[config.mk]
export PLATFORM = sky130hd
export DESIGN_NAME = latch_strobe_gen
export DESIGN_NICKNAME = d
export VERILOG_FILES = /design/src/rtl/latch_strobe_gen.sv
export SDC_FILE = /design/constraint.sdc
export NUM_CORES = 1
export LEC_CHECK = 0
export ABC_CLOCK_PERIOD_IN_PS = 2900
export CORE_UTILIZATION = 50
export DETAILED_ROUTE_END_ITERATION = 7
export GPL_ROUTABILITY_DRIVEN = 1
export PLACE_DENSITY_LB_ADDON = 0.1
export SETUP_SLACK_MARGIN = 0.4
export SYNTH_ARGS = -nofsm -noshare
export SYNTH_HDL_FRONTEND = slang
export SYNTH_SLANG_ARGS = --single-unit
[constraint.sdc]
create_clock -name clk -period 2.9 [get_ports clk]
set_input_delay 0.29 -clock clk [delete_from_list [all_inputs] [get_ports clk]]
set_output_delay 0.29 -clock clk [all_outputs]
set_load 0.02 [all_outputs]
[src/rtl/latch_strobe_gen.sv]
// latch_strobe_gen: serializes a parallel word LSB first onto a D-latch
// interface. Each bit gets one setup cycle with e low, EN_HIGH cycles of
// e high and EN_LOW hold cycles with e low, so d is always stable around
// the enable strobe. All outputs come straight from flops.
//
// Optional feature: define STROBE_PARITY_EN to append an even-parity bit
// (XOR of the captured word) after the WIDTH data bits.
module latch_strobe_gen #(
    parameter int WIDTH   = 8,
    parameter int EN_HIGH = 2,
    parameter int EN_LOW  = 3
) (
    input  logic             clk,
    input  logic             reset,
    input  logic [WIDTH-1:0] in_data,
    input  logic             in_valid,
    output logic             in_ready,
    output logic             d,
    output logic             e,
    output logic             busy,
    output logic             done
);

`ifdef STROBE_PARITY_EN
    localparam int NBITS = WIDTH + 1;
`else
    localparam int NBITS = WIDTH;
`endif

    localparam int PH_MAX = (EN_HIGH > EN_LOW) ? EN_HIGH : EN_LOW;
    localparam int PH_W   = $clog2(PH_MAX + 1);
    localparam int BC_W   = $clog2(NBITS + 1);

    localparam logic [PH_W-1:0] PH_HI_LAST = PH_W'(EN_HIGH - 1);
    localparam logic [PH_W-1:0] PH_LO_LAST = PH_W'(EN_LOW - 1);
    localparam logic [BC_W-1:0] BC_LAST    = BC_W'(NBITS - 1);

    typedef enum logic [2:0] {
        IDLE   = 3'd0,
        SETUP  = 3'd1,
        STROBE = 3'd2,
        HOLD   = 3'd3,
        DONE   = 3'd4
    } state_t;

    state_t            state_q, state_d;
    logic [BC_W-1:0]   bit_cnt_q, bit_cnt_d;
    logic [PH_W-1:0]   phase_q, phase_d;
    logic [NBITS-1:0]  shift_q, shift_d;
    logic              d_q, d_d;
    logic              e_q, e_d;
    logic              busy_q, busy_d;
    logic              done_q, done_d;
    logic              ready_q, ready_d;
    logic [NBITS-1:0]  word_full;

    // Word as it will go out on the wire, parity bit on top when enabled.
`ifdef STROBE_PARITY_EN
    assign word_full = {^in_data, in_data};
`else
    assign word_full = in_data;
`endif

    // Next-state, datapath and registered-output decode.
    always_comb begin
        // NOTE: every variable gets a default before the case so no path
        // leaves it unassigned, which would otherwise infer a latch.
        state_d   = state_q;
        bit_cnt_d = bit_cnt_q;
        phase_d   = phase_q;
        shift_d   = shift_q;
        d_d       = d_q;

        case (state_q)
            IDLE: begin
                if (in_valid && ready_q) begin
                    state_d   = SETUP;
                    d_d       = in_data[0];
                    shift_d   = word_full >> 1;
                    bit_cnt_d = '0;
                    phase_d   = '0;
                end
            end
            SETUP: begin
                state_d = STROBE;
                phase_d = '0;
            end
            STROBE: begin
                if (phase_q == PH_HI_LAST) begin
                    state_d = HOLD;
                    phase_d = '0;
                end else begin
                    phase_d = phase_q + 1'b1;
                end
            end
            HOLD: begin
                if (phase_q == PH_LO_LAST) begin
                    phase_d = '0;
                    if (bit_cnt_q == BC_LAST) begin
                        state_d = DONE;
                    end else begin
                        state_d   = SETUP;
                        bit_cnt_d = bit_cnt_q + 1'b1;
                        d_d       = shift_q[0];
                        shift_d   = shift_q >> 1;
                    end
                end else begin
                    phase_d = phase_q + 1'b1;
                end
            end
            DONE: begin
                state_d = IDLE;
            end
            default: begin
                state_d = IDLE;
            end
        endcase

        // NOTE: outputs are decoded from the next state and then registered,
        // so they change on the same edge as the state with no input-to-output
        // combinational path and no decode glitches on e.
        e_d     = (state_d == STROBE);
        busy_d  = (state_d != IDLE);
        done_d  = (state_d == DONE);
        ready_d = (state_d == IDLE);
    end

    // State, counters, shift register and output flops; reset aborts a word.
    always_ff @(posedge clk or posedge reset) begin
        if (reset) begin
            state_q   <= IDLE;
            bit_cnt_q <= '0;
            phase_q   <= '0;
            shift_q   <= '0;
            d_q       <= 1'b0;
            e_q       <= 1'b0;
            busy_q    <= 1'b0;
            done_q    <= 1'b0;
            ready_q   <= 1'b1;
        end else begin
            // NOTE: non-blocking assignments so every flop samples the values
            // from before this edge, independent of statement order.
            state_q   <= state_d;
            bit_cnt_q <= bit_cnt_d;
            phase_q   <= phase_d;
            shift_q   <= shift_d;
            d_q       <= d_d;
            e_q       <= e_d;
            busy_q    <= busy_d;
            done_q    <= done_d;
            ready_q   <= ready_d;
        end
    end

    assign d        = d_q;
    assign e        = e_q;
    assign busy     = busy_q;
    assign done     = done_q;
    assign in_ready = ready_q;

endmodule

# Word-level counts from Yosys, hierarchy flattened
# Cells that the tools add are included.
# totals
ff_bits	22
latchBits	0
mem_bits_rw	0
rom_bits	0
in_bits	11
out_inout_bits	5
memories	0
# classes
n_addsub	2
n_mul	0
n_div	0
magnitude_cmp	0
n_eq_ne	11
shift	0
mux	21
n_bitwise	0
n_reduce_logical	8
# ops
operator	n
$mux 8	3
$pmux 8 s2	1
$mux 3	4
$mux 4	3
$pmux 3 s4	1
$eq 3x2->1 const B	3
$pmux 2 s4	1
$pmux 4 s2	1
$logic_not 3->1	2
$mux 2	3
$ne 2x2->1 const B	3
$add 4x1->4 const B	1
$eq 4x3->1 const B	1
$reduce_and 4->1	1
$reduce_bool 4->1	1
$eq 3x1->1 const B	1
$eq 3x3->1 const B	1
$mux 1	3
$reduce_bool 3->1	1
$add 2x1->2 const B	1
$eq 2x1->1 const B	1
$eq 2x2->1 const B	1
$pmux 1 s2	1
$reduce_and 2->1	1
2 further kinds	2

# Longest topological paths before layout
# Gate-level depths: netlist of run 1.
# depth
word_depth	5
mapped_depth	6
ltp_nobuf	5

# Worst setup path after synthesis of run 1
# No wires, ideal clock.
# synth_path
path_kind	reg-to-reg
from	reg bit_cnt_q[0]
to	reg d_q (netlist: d)
arrival_time_ps	1413
slack_ps	1362
path_stages_with_launch	7
path_cell_list	dfrtp_1 ha_1 nand3b_1 nand3_1 o21a_1 buf_6 mux2_4
# synth_via
elab_chain_cells	3
# synth_rtl
item	line_no	source
from (decl)	47	logic [BC_W-1:0] bit_cnt_q, bit_cnt_d;
from (signal assigned)	144	bit_cnt_q <= bit_cnt_d;
$eq 4x3->1	99	if (bit_cnt_q == BC_LAST) begin
$ne 2x2->1 (no line)	-	
$reduce_and 4->1 (no line)	-	
to (signal assigned)	135	d_q <= 1'b0;
to (signal assigned)	147	d_q <= d_d;
to (decl)	50	logic d_q, d_d;
# No other way between the ends.
# A chain may end at the register's enable or synchronous reset.

# Final worst setup path of run 1
# layout_path
from	reg state_q[1]
to	reg shift_q[5]
# layout_via
elab_chain_cells	3
# layout_rtl
item	line_no	source
from (decl)	46	state_t state_q, state_d;
from (signal assigned)	143	state_q <= state_d;
$eq 3x2->1 / $logic_not 3->1 (equally long branches)	74	case (state_q)
$ne 2x2->1 (no line) / $reduce_bool 2->1 (equally long branches)	-	
$reduce_and 4->1 (no line)	-	
to (signal assigned)	146	shift_q <= shift_d;
to (decl)	49	logic [NBITS-1:0] shift_q, shift_d;
# Parallel ways exist; a longest one is shown, timed or not.

==> metrics list, run 1 <==
* Flop and latch count out of synthesis: 21
- Most congested layer reported by global routing: met2
* Slew Viols, Final: 0
- Final Hold Viols: 0
- For met1 alone, demand over resource in global routing was 0.267.
* Logic depth of the worst setup path including buffers: 4
* Largest area contributor in the netlist: dfrtp_1
- Post-CTS setup-driven buffer insertion count: 0
- Cell breakdown of the critical path: and3b_2 > nand3_1 > o21a_1 > mux2_2
- EDFF count, synth: 0
- Highest net fanout along the worst path: 12
- Setup violations remaining at the end of the flow were counted as 0.
- Entering global routing, the biggest net connects 22 pins.
- At the later pin of the worst-skew pair, clock insertion delay measures 0.32 ns.
* DP Area: 0.00121 mm²
- Post-route antenna net violation count: 0
* Number of antenna cells inserted: 0
- Delay of the slowest cell on the worst path: 0.52 ns
- Most used standard cell by instance count after synthesis: nand2_1
* Cell Pwr Density: 1000 mW/mm²
- Post-route worst setup slack: 0.920 ns
* Rel. slew slack: 0.498
* Number of hold-repair buffers added at the cts stage: 0
- The via count of the first global-routing pass came to 658.
* Total nets after synthesis: 118
* Dominant delay contributor by cell family on the critical path: compound AO/OA/AOI/OAI gates
- Instance count of the mapped netlist: 106
- DRT Wirelength: 1820 µm
- Post-detailed-route DRC marker count: 0
- TritonCTS built the clock tree.
- After legalization and detailed placement, the total HPWL measured 1290 µm.
* Worst slack after detailed placement: 0.944 ns
* Achievable Freq: 505 MHz
- Detailed routing inserted a total of 791 vias.
- Layout cells sized above 1: 0.117
* Startpoint Class: flop
* Post-route setup TNS: 0 ns
* Max cap viols: 0
* Vertical extent of the die: 48.0 µm
* Synthesized cell area: 0.00106 mm²
* Filler cells: 156
- The share of synthesized area in the top cell type comes to 0.473.
- Setup repair after global routing left no endpoint under its margin.
- Cell at the slowest stage of the critical path: o21a_1
- After routing the design area is 0.00124 mm².
* Final nets: 133
* Met2 track demand over resource: 0.270
* H-tree levels: 1
- CTS saw 21 sinks.
- Routability congestion estimate: 0.779
- For the pin with the worst max-slew slack, the measured transition is 0.751 ns.
- Main area contributors after synthesis: dfrtp_1, mux2_4, nand2_1, o21ai_0, dfstp_2
- The number of different library cells used by synthesis comes to 33.
- Total Routing Usage GR: 0.192
- Max rail drop VDD: 715 µV
- For this run the aggregate overflow at the end of global routing stands at 0.
- In this run the count of I/O pins placed on the die edge is 16.
- For met3 alone, demand over resource in global routing was 0.0868.
- Counting tap cells, the placed design contains a total of 143 instances.
* Worst Clk Skew: 0.0163 ns
- Kind of end point of the critical path: flop
- Final non-filler cell total: 147
- The first global-routing pass estimated 2900 µm of wire.
- Number of antenna violations at the first check in global routing: 0
- The die covers 0.00230 mm².
* Buffer type at the clock tree root: clkbuf_4
- For this run, the number of Yosys warnings is 0.
* Num CTS Buffers: 3
* Worst hold path class: in -> async
* Row count: 16
- Sequential fraction of the synthesis area: 0.498
- The first routing iteration left 15 violations.
* Status: completed
- Length of the first detailed-routing pass in iterations: 4
- Part of the cycle the worst path needs: 0.683
- Ranked by instance count, the synthesized netlist is headed by nand2_1, dfrtp_1, o21ai_0, inv_1, mux2_4.
* Area of the core: 0.00198 mm²
* Minimum clock period: 1.98 ns
- Worst endpoint required time: 3.13 ns
* Post-CTS Resized: 0
- Vias per inst: 5.38
- The number of cells on the worst reg-to-reg path is 4.
- No sink is reached through more buffers than the 2 on the longest clock path.
* Area delta synth->final: 17.2%
* Main synth FF type: dfrtp_1
* Signal arrival time at the worst endpoint: 2.21 ns
- In this run the tool buffered the top-level ports with 15 buffer cells.
* Clock slew at reported path FFs: 0.13 ns
- The critical path contains buffers and inverters numbering 0 combined.
- Dividing the detail-routed wire length by the instance count gives 12.4 µm.
* Static power due to leakage: 0.583 nW
* Classification of the worst setup path: reg -> reg
- Share of synthesized flip-flops with an asynchronous set or reset: 1.00
- Each instance of the synthesized netlist takes up on average 9.97 µm².
- Starting Density: 0.533
* Die X-Extent: 48.0 µm
## metrics by stage
stage | hold slack [ns] | power [mW] | utilization
floorplan | 0.266 | 0.975 | -
global placement | 0.484 | 1.09 | 0.610
detailed placement | 0.479 | 1.10 | 0.610
CTS | 0.422 | 1.25 | 0.625
global route | 0.478 | 1.34 | 0.625
finish | 0.379 | 1.24 | 0.625
## placed cells by master, fill, tap and decap left out, types with 2 or more instances in the layout
cell             instances
nand4_1                  2
nand3b_1                 2
clkbuf_4                 3
mux2i_1                  2
dfrtp_1                 20
nor2_1                   5
a32oi_1                  2
mux2_4                   6
clkdlybuf4s50_1         15
a211oi_1                 2
nand2_1                 24
nor2b_1                  2
nand2b_1                 2
nor3b_1                  2
a21oi_1                  3
inv_1                    6
o21ai_0                  7
## routing by layer
layer | wire length, µm | share of wire
met3 | 97 | 0.053
met4 | 21 | 0.012
met5 | 0 | 0
met1 | 922 | 0.51
met2 | 777 | 0.43
## area by class of cell
cell class	instances	area (µm²)	share of cell area
Sequential cell	21	527	0.425
Inverter	6	22.5	0.0182
Clock buffer	3	22.5	0.0182
Multi-Input combinational cell	74	475	0.384
Tap cell	27	33.8	0.0273
Timing Repair Buffer	15	150	0.121
Clock inverter	1	7.51	0.00606
## where the power goes
group | total (mW) | internal (mW) | switching [mW] | leakage, nW
clock | 0.148 | 0.0528 | 0.0952 | 0.0139
combinational | 0.580 | 0.288 | 0.292 | 0.320
sequential | 0.513 | 0.413 | 0.0999 | 0.249
## flip-flops by register name, indices dropped and copies added (netlist names)
register and cells:
bit_cnt_q 4, busy 1, d 1, done 1, e 1, in_ready 1, phase_q 2, shift_q 7
state_q 3
## worst paths after layout
path                              startpoint            to  slack [ns]
worst max-delay path              state_q[1]    shift_q[5]        0.92
worst min register to register  bit_cnt_q[3]  bit_cnt_q[3]        0.49
worst max register to register    state_q[1]    shift_q[5]        0.92
min in group clk                bit_cnt_q[3]  bit_cnt_q[3]        0.49
worst min-delay path                   reset    shift_q[2]        0.38
max in group asynchronous              reset    phase_q[1]        2.03
## cell families after synthesis
kind of cell | count (synthesis) | synth area share
AND/OR/NAND/NOR | 45 | 0.208
flip-flops | 21 | 0.498
AO/OA/AOI/OAI | 19 | 0.115
buffers and inverters | 11 | 0.0521
multiplexers | 9 | 0.115
adder cells (fa/ha/maj) | 1 | 0.0118
No activity file was read; power rests on OpenSTA's default activity.
==> run 2: changes to the inputs <==
--- a/config.mk
+++ b/config.mk
@@ -5,7 +5,7 @@
 export SDC_FILE = /design/constraint.sdc
 export NUM_CORES = 1
 export LEC_CHECK = 0
-export ABC_CLOCK_PERIOD_IN_PS = 2900
+export ABC_CLOCK_PERIOD_IN_PS = 1900
 export CORE_UTILIZATION = 50
 export DETAILED_ROUTE_END_ITERATION = 7
 export GPL_ROUTABILITY_DRIVEN = 1
==> constraint.sdc (replaced) <==
create_clock -name clk -period 1.9 [get_ports clk]
set_input_delay 0.19 -clock clk [delete_from_list [all_inputs] [get_ports clk]]
set_output_delay 0.19 -clock clk [all_outputs]
set_load 0.02 [all_outputs]
==> run 2 against run 1 <==
Against the previous run: first-iteration DRC count unchanged; via count increased by 7.7%; clock-buffer cell count increased by 1; register-to-register slack got worse by 0.59 ns; sequential cell count unchanged; die area unchanged; power increased by 77%; hold slack got worse by 0.17 ns; sequential power increased by 45%; critical endpoint is now shift_q[4]; largest cell class unchanged; largest power group unchanged.
==> metrics list, run 2 (synthesis gave the netlist of run 1 again) <==
- The run finished with clean final reports.
- Commonest non-fill, non-tap cells in the layout: nand2_1, dfrtp_1, clkdlybuf4s50_1, buf_4
* Kind of end point of the critical path: flop
* Classification of the worst setup path: reg -> reg
- Layout cells sized above 1: 0.243
- RSZ-0062 raised after global routing: true
- DRT Wirelength: 2270 µm
- Area of the core: 0.00198 mm²
- At the pin with the least slew margin, the transition time is 0.282 ns.
- The area growth from synthesis to layout is 33.6%.
- Vias per inst: 5.23
* Cell Pwr Density: 1550 mW/mm²
* Total Routing Usage GR: 0.215
* TritonCTS clock tree: done
* Length of the first detailed-routing pass in iterations: 4
- 0 antenna diodes ended up in the layout.
- The detail route stage leaves a number of antenna-violating nets equal to 0.
- Die X-Extent: 48.0 µm
* Highest net fanout along the worst path: 4
* Buffer type at the clock tree root: clkbuf_4
- The analysis attributes to cell leakage a power of 0.693 nW.
- The number of antenna violations at the first check in global routing is 0.
* Routability congestion estimate: 0.875
* Worst Hold Margin: 0.209 ns
- Total congestion overflow after global routing: 0
- Final Hold Viols: 0
* Worst Clk Skew: 0.00445 ns
- In the finished design, the share of the clock period the worst path needs comes to 0.826.
* Register name with the most flops: shift_q
- At the worst endpoint, the required time is 2.09 ns.
- Minimum clock period: 1.57 ns
- Worst-skew pair later-pin latency: 0.30 ns
- Setup violations remaining at the end of the flow were counted as 0.
* Sequential fraction of design power: 0.340
- Post-detailed-route DRC marker count: 0
- 16 I/O pins were placed.
- Share of power burned in combinational logic: 0.565
- Data arrives at the worst endpoint at 1.76 ns.
- Buffers placed on the I/O ports in this run total 15.
- The floorplan step defined a die boundary enclosing 0.00230 mm².
- Post-route setup TNS: 0 ns
- Summed over all nets, the switching power comes to 812 µW.
- The first global-routing pass estimated 3320 µm of wire.
- The wire-length estimate of the detail-placed layout is 1490 µm.
- H-tree levels: 1
* Row count: 16
- The final route contains 852 vias.
- Startpoint Class: flop
* Detailed Route Iter0 Violations: 15
- Internal Power: 1.38 mW
- Mean routed wirelength per cell: 13.9 µm
* Vertical extent of the die: 48.0 µm
* Pin count of the biggest net entering global routing: 22
- Most common library cell in the layout ignoring fill and taps: nand2_1
* Max cap viols: 0
- The register with the most flip-flops in the layout has 7 of them.
* Vias in the first global route: 729
- Clock Tree Buf Depth: 2
* Final nets: 149
* Achievable Freq: 637 MHz
* Rel. slew slack: 0.812
- VDD sags by at most 927 µV.
- Starting Density: 0.533
- Of the total power, the clock network draws 0.094.
- The tightest min-delay check is of the in -> async type.
* Clock slew at reported path FFs: 0.11 ns
* Number of hold-repair buffers added at the cts stage: 0
- Num CTS Buffers: 3
- The number of pins with negative max-slew slack in the final report came to 0.
- Largest registers in the final layout: shift_q: 7 flops, bit_cnt_q: 4 flops, state_q: 3 flops
- TritonCTS Sinks: 21
* Proportion of total power due to net switching: 0.370
==> run 2: changes by cell type in the layout (fill, tap and decap cells not counted), sizes merged <==
cell	change
buf	+16
clkdlybuf4s50	-2
clkbuf	+1
dlygate4sd2	+1
clkinvlp	-1
dlymetal6s2s	+1
==> run 2: power groups by stage <==
stage	Sequential (mW)	Combinational, mW	Clock (mW)
after CTS	0.742	1.19	0.217
after global placement	0.746	0.985	0
after global routing	0.763	1.36	0.233
final	0.746	1.24	0.207
after detailed placement	0.760	1.01	0
after floorplan	0.766	0.732	0
==> run 2: what timing repair did <==
item / 4_1_cts / 5_1_grt
hold endpoints to repair: 0 / 0
pin swaps: 2 / 4
gates cloned: 0 / 0
resized for setup: 6 / 3
endpoints found under the setup margin: 12 / 10
setup buffers: 7 / 2
==> run 2: area by class of cell <==
type                       count  area (µm²)
clock buffer                   4        26.3
fill                         150         569
inverter                       6        22.5
multi-input combinational     74         499
sequential                    21         527
tap                           27        33.8
timing repair buffer          31         304
==> run 2: worst paths after layout <==
kind,cells after the start,start,to,slack [ns]
min in group clk,3,in_data[7],shift_q[6],0.45
setup reg to reg,4,state_q[1],shift_q[4],0.33
hold reg to reg,1,shift_q[3],shift_q[3],0.52
max in group asynchronous,3,reset,in_ready,1.42
hold / removal,3,reset,shift_q[2],0.21
setup / recovery,4,state_q[1],shift_q[4],0.33
==> run 2: stage by stage <==
step / utilization / cell area, µm² / worst slack (ns) / power, mW / instances
floorplan: - / 1060 / 0.385 / 1.50 / 106
finish: 0.713 / 1410 / 0.330 / 2.19 / 163
global route: 0.713 / 1410 / 0.310 / 2.35 / 163
CTS: 0.700 / 1390 / 0.320 / 2.15 / 161
global placement: 0.638 / 1260 / 0.142 / 1.73 / 150
detailed placement: 0.638 / 1260 / 0.121 / 1.77 / 150
==> run 2: critical path, cell delays in order (launching register included) <==
cell,delay (ns)
dfrtp_1,0.41
or3_4,0.39
o21a_4,0.24
buf_12,0.13
mux2_4,0.29
==> run 2: routing by layer <==
metal	wire length (µm)	global-route usage	up-vias	share of wire
met5	0	0	-	0
met4	23	0.0667	0	0.010
met3	94	0.0642	2	0.041
met2	1100	0.343	17	0.48
met1	1050	0.281	410	0.46
li1	-	-	423	-
==> run 3: changes to the inputs <==
--- a/config.mk
+++ b/config.mk
@@ -5,7 +5,7 @@
 export SDC_FILE = /design/constraint.sdc
 export NUM_CORES = 1
 export LEC_CHECK = 0
-export ABC_CLOCK_PERIOD_IN_PS = 1900
+export ABC_CLOCK_PERIOD_IN_PS = 1500
 export CORE_UTILIZATION = 50
 export DETAILED_ROUTE_END_ITERATION = 7
 export GPL_ROUTABILITY_DRIVEN = 1
==> constraint.sdc (replaced) <==
create_clock -name clk -period 1.5 [get_ports clk]
set_input_delay 0.15 -clock clk [delete_from_list [all_inputs] [get_ports clk]]
set_output_delay 0.15 -clock clk [all_outputs]
set_load 0.02 [all_outputs]
==> run 3 against run 2 <==
Against the previous run: the flow now finishes with violations (negative setup slack); die area is the same; sequential cell count is the same; power grew 60%; core utilization grew 12 points; wire length grew 45%; clock power grew 41%; clock-buffer cell count shrank 1; final area grew 17%; register-to-register slack lost 0.40 ns; critical path depth is the same; sequential share of layout area shrank 5.5 points; first-iteration DRC count grew to 3.1 times the previous value; critical path type unchanged; largest cell class is now multi-input combinational cells.
==> metrics list, run 3 (synthesis gave the netlist of run 1 again) <==
- Status: finished, violations left
* Failing checks: negative setup slack
- In this run the remaining antenna-violating nets after routing total 0.
- H-tree levels: 1
- The number of pins with negative max-slew slack in the final report is 0.
- Layout cells sized above 1: 0.494
* Worst hold path class: in -> async
- Input and output buffers added on the ports amount to 15.
- Sequential fraction of design power: 0.268
- Die X-Extent: 48.0 µm
- Entering global routing, the biggest net connects 22 pins.
- The floorplan step defined a die boundary enclosing 0.00230 mm².
- STA classifies the critical path startpoint as a flop.
* Achievable Freq: 639 MHz
* Static power due to leakage: 0.805 nW
- Net load switching power: 1.40 mW
- Mean routed wirelength per cell: 18.0 µm
- Worst-Margin Slew: 0.285 ns
- Final Hold Viols: 0
* Global Route met1 Usage: 0.362
- Worst Setup SP: state_q[2]
* Proportion of total power due to net switching: 0.399
- In this run the critical register-to-register path is launched from state_q[2].
- The completed layout was analyzed and its total power is 3.51 mW.
* Post-route setup TNS: -0.275 ns
* Number of antenna cells inserted: 0
- Highest net fanout along the worst path: 5
- Max-cap violations in this run came to 0.
- The routed design has 3300 µm of wire.
* Routability congestion estimate: 0.866
- Compared with the post-synthesis result, the final layout area differs by 56.9%.
* Detailed Route Iter0 Violations: 47
- Max rail drop VDD: 1470 µV
- Part of the cycle the worst path needs: 1.04
* Vertical extent of the die: 48.0 µm
- RSZ-0062 raised after global routing: true
- The via count of the first global-routing pass came to 819.
- In this run the tightest slew margin relative to its limit is 0.810.
* TritonCTS clock tree: done
* Final-report setup violation count: 7
* Clock slew at reported path FFs: 0.13 ns
* Post-Route Utilization: 0.837
- The first global-routing pass estimated 3880 µm of wire.
- Worst Clk Skew: 0.00850 ns
- The tree is rooted in a clkbuf_4.
- Classification of the worst setup path: reg -> reg
- Vias: 1043
- Register name with the most flops: shift_q
* Kind of end point of the critical path: flop
* Number of I/O pins: 16
- Num CTS Buffers: 3
- Signal arrival time at the worst endpoint: 1.78 ns
- For this run, design rule violations remaining after detail routing come to 0.
* Placed wire-length estimate: 1570 µm
* Share of power burned in combinational logic: 0.649
* Cell Pwr Density: 2110 mW/mm²
* Post-Place Cells: 165
- In this run the most used layer during global routing was met2.
- Most common library cell in the layout ignoring fill and taps: dfrtp_1
* Largest registers in the final layout: shift_q: 7 flops, bit_cnt_q: 4 flops, state_q: 3 flops
* Length of the first detailed-routing pass in iterations: 4
* Final non-filler cell total: 183
- For the worst setup path, the data required time is 1.71 ns.
* Commonest non-fill, non-tap cells in the layout: dfrtp_1, buf_4, buf_6, nand2_1, clkdlybuf4s50_1
- Using the TritonRoute via totals, the vias-per-cell ratio works out to 5.70.
- Number of antenna violations at the first check in global routing: 0
* Number of flip-flops in the largest register: 7
- Of the total power, the clock network draws 0.083.
- The clock net in this run drives a total of 21 sinks.
- Final nets: 169
* Minimum clock period: 1.57 ns
* Row count: 16
- On the final layout, the worst hold slack is 0.155 ns.
- Starting Density: 0.533
- Total Routing Usage GR: 0.253
- The clock reaches the later pin of the worst-skew pair after 0.31 ns.
- Total congestion overflow after global routing: 0
* Met2 track demand over resource: 0.386
* GRT met3 Usage: 0.0340
- Across all setup checks in the final design, the least slack found is -0.0659 ns.
- Clock Tree Buf Depth: 2
- Internal Power: 2.11 mW
* Area of the core: 0.00198 mm²
- The number of hold buffers added after CTS was 0.
-- run 3: cell types whose count changed in the layout (fill, tap and decap cells not counted), sizes merged --
cell and delta:
clkbuf -1, dlygate4sd2 -1, clkinv +1, dlymetal6s2s -1, clkdlybuf4s50 -3, buf +24
o21a +1
-- run 3: critical path: stages (launching register included) --
cell,delay [ns]
dfrtp_1,0.42
or3_4,0.43
o21a_4,0.25
buf_6,0.13
a211o_1,0.24
-- run 3: area by class of cell --
class                   count  area, µm²
clock inverters             1       5.00
flip-flops and latches     21        527
inverters                   6       22.5
multi-input cells          75        597
clock buffers               3       22.5
well taps                  27       33.8
repair buffers             50        452
fillers                    99        323
-- run 3: layer usage --
metal  vias up  wire (µm)
li1        465          -
met1       493       1260
met2        67       1590
met3        18        277
met4         0        170
met5         -          0
-- run 3: power by group through the flow --
stage	sequential [mW]	combinational, mW	clock [mW]
after CTS	0.910	1.80	0.286
after global routing	0.959	2.44	0.320
after detailed placement	0.929	1.53	0
after floorplan	0.971	0.965	0
after global placement	0.917	1.52	0
final	0.938	2.28	0.292
-- run 3: what timing repair did --
action / 4_1_cts / 5_1_grt
setup endpoints to repair: 22 / 24
pin swaps: 10 / 21
gates cloned: 2 / 1
resized for setup: 41 / 30
setup buffers: 5 / 6
-- run 3: through the flow --
stage                     worst slack [ns]  instance area [µm²]
after floorplan                    -0.0151                 1070
after global placement              -0.189                 1380
after detailed placement            -0.222                 1380
after CTS                          -0.0534                 1520
after global routing                -0.134                 1660
final                              -0.0659                 1660
-- run 3: final timing paths --
path                                     end  slack [ns]  cells past startpoint
worst max-delay path            bit_cnt_q[2]       -0.07                      4
worst min-delay path                       d        0.15                      3
worst max register to register  bit_cnt_q[2]       -0.07                      4
worst min register to register             d        0.53                      1
max in group asynchronous           in_ready        1.06                      3
min in group clk                  shift_q[6]        0.38                      3
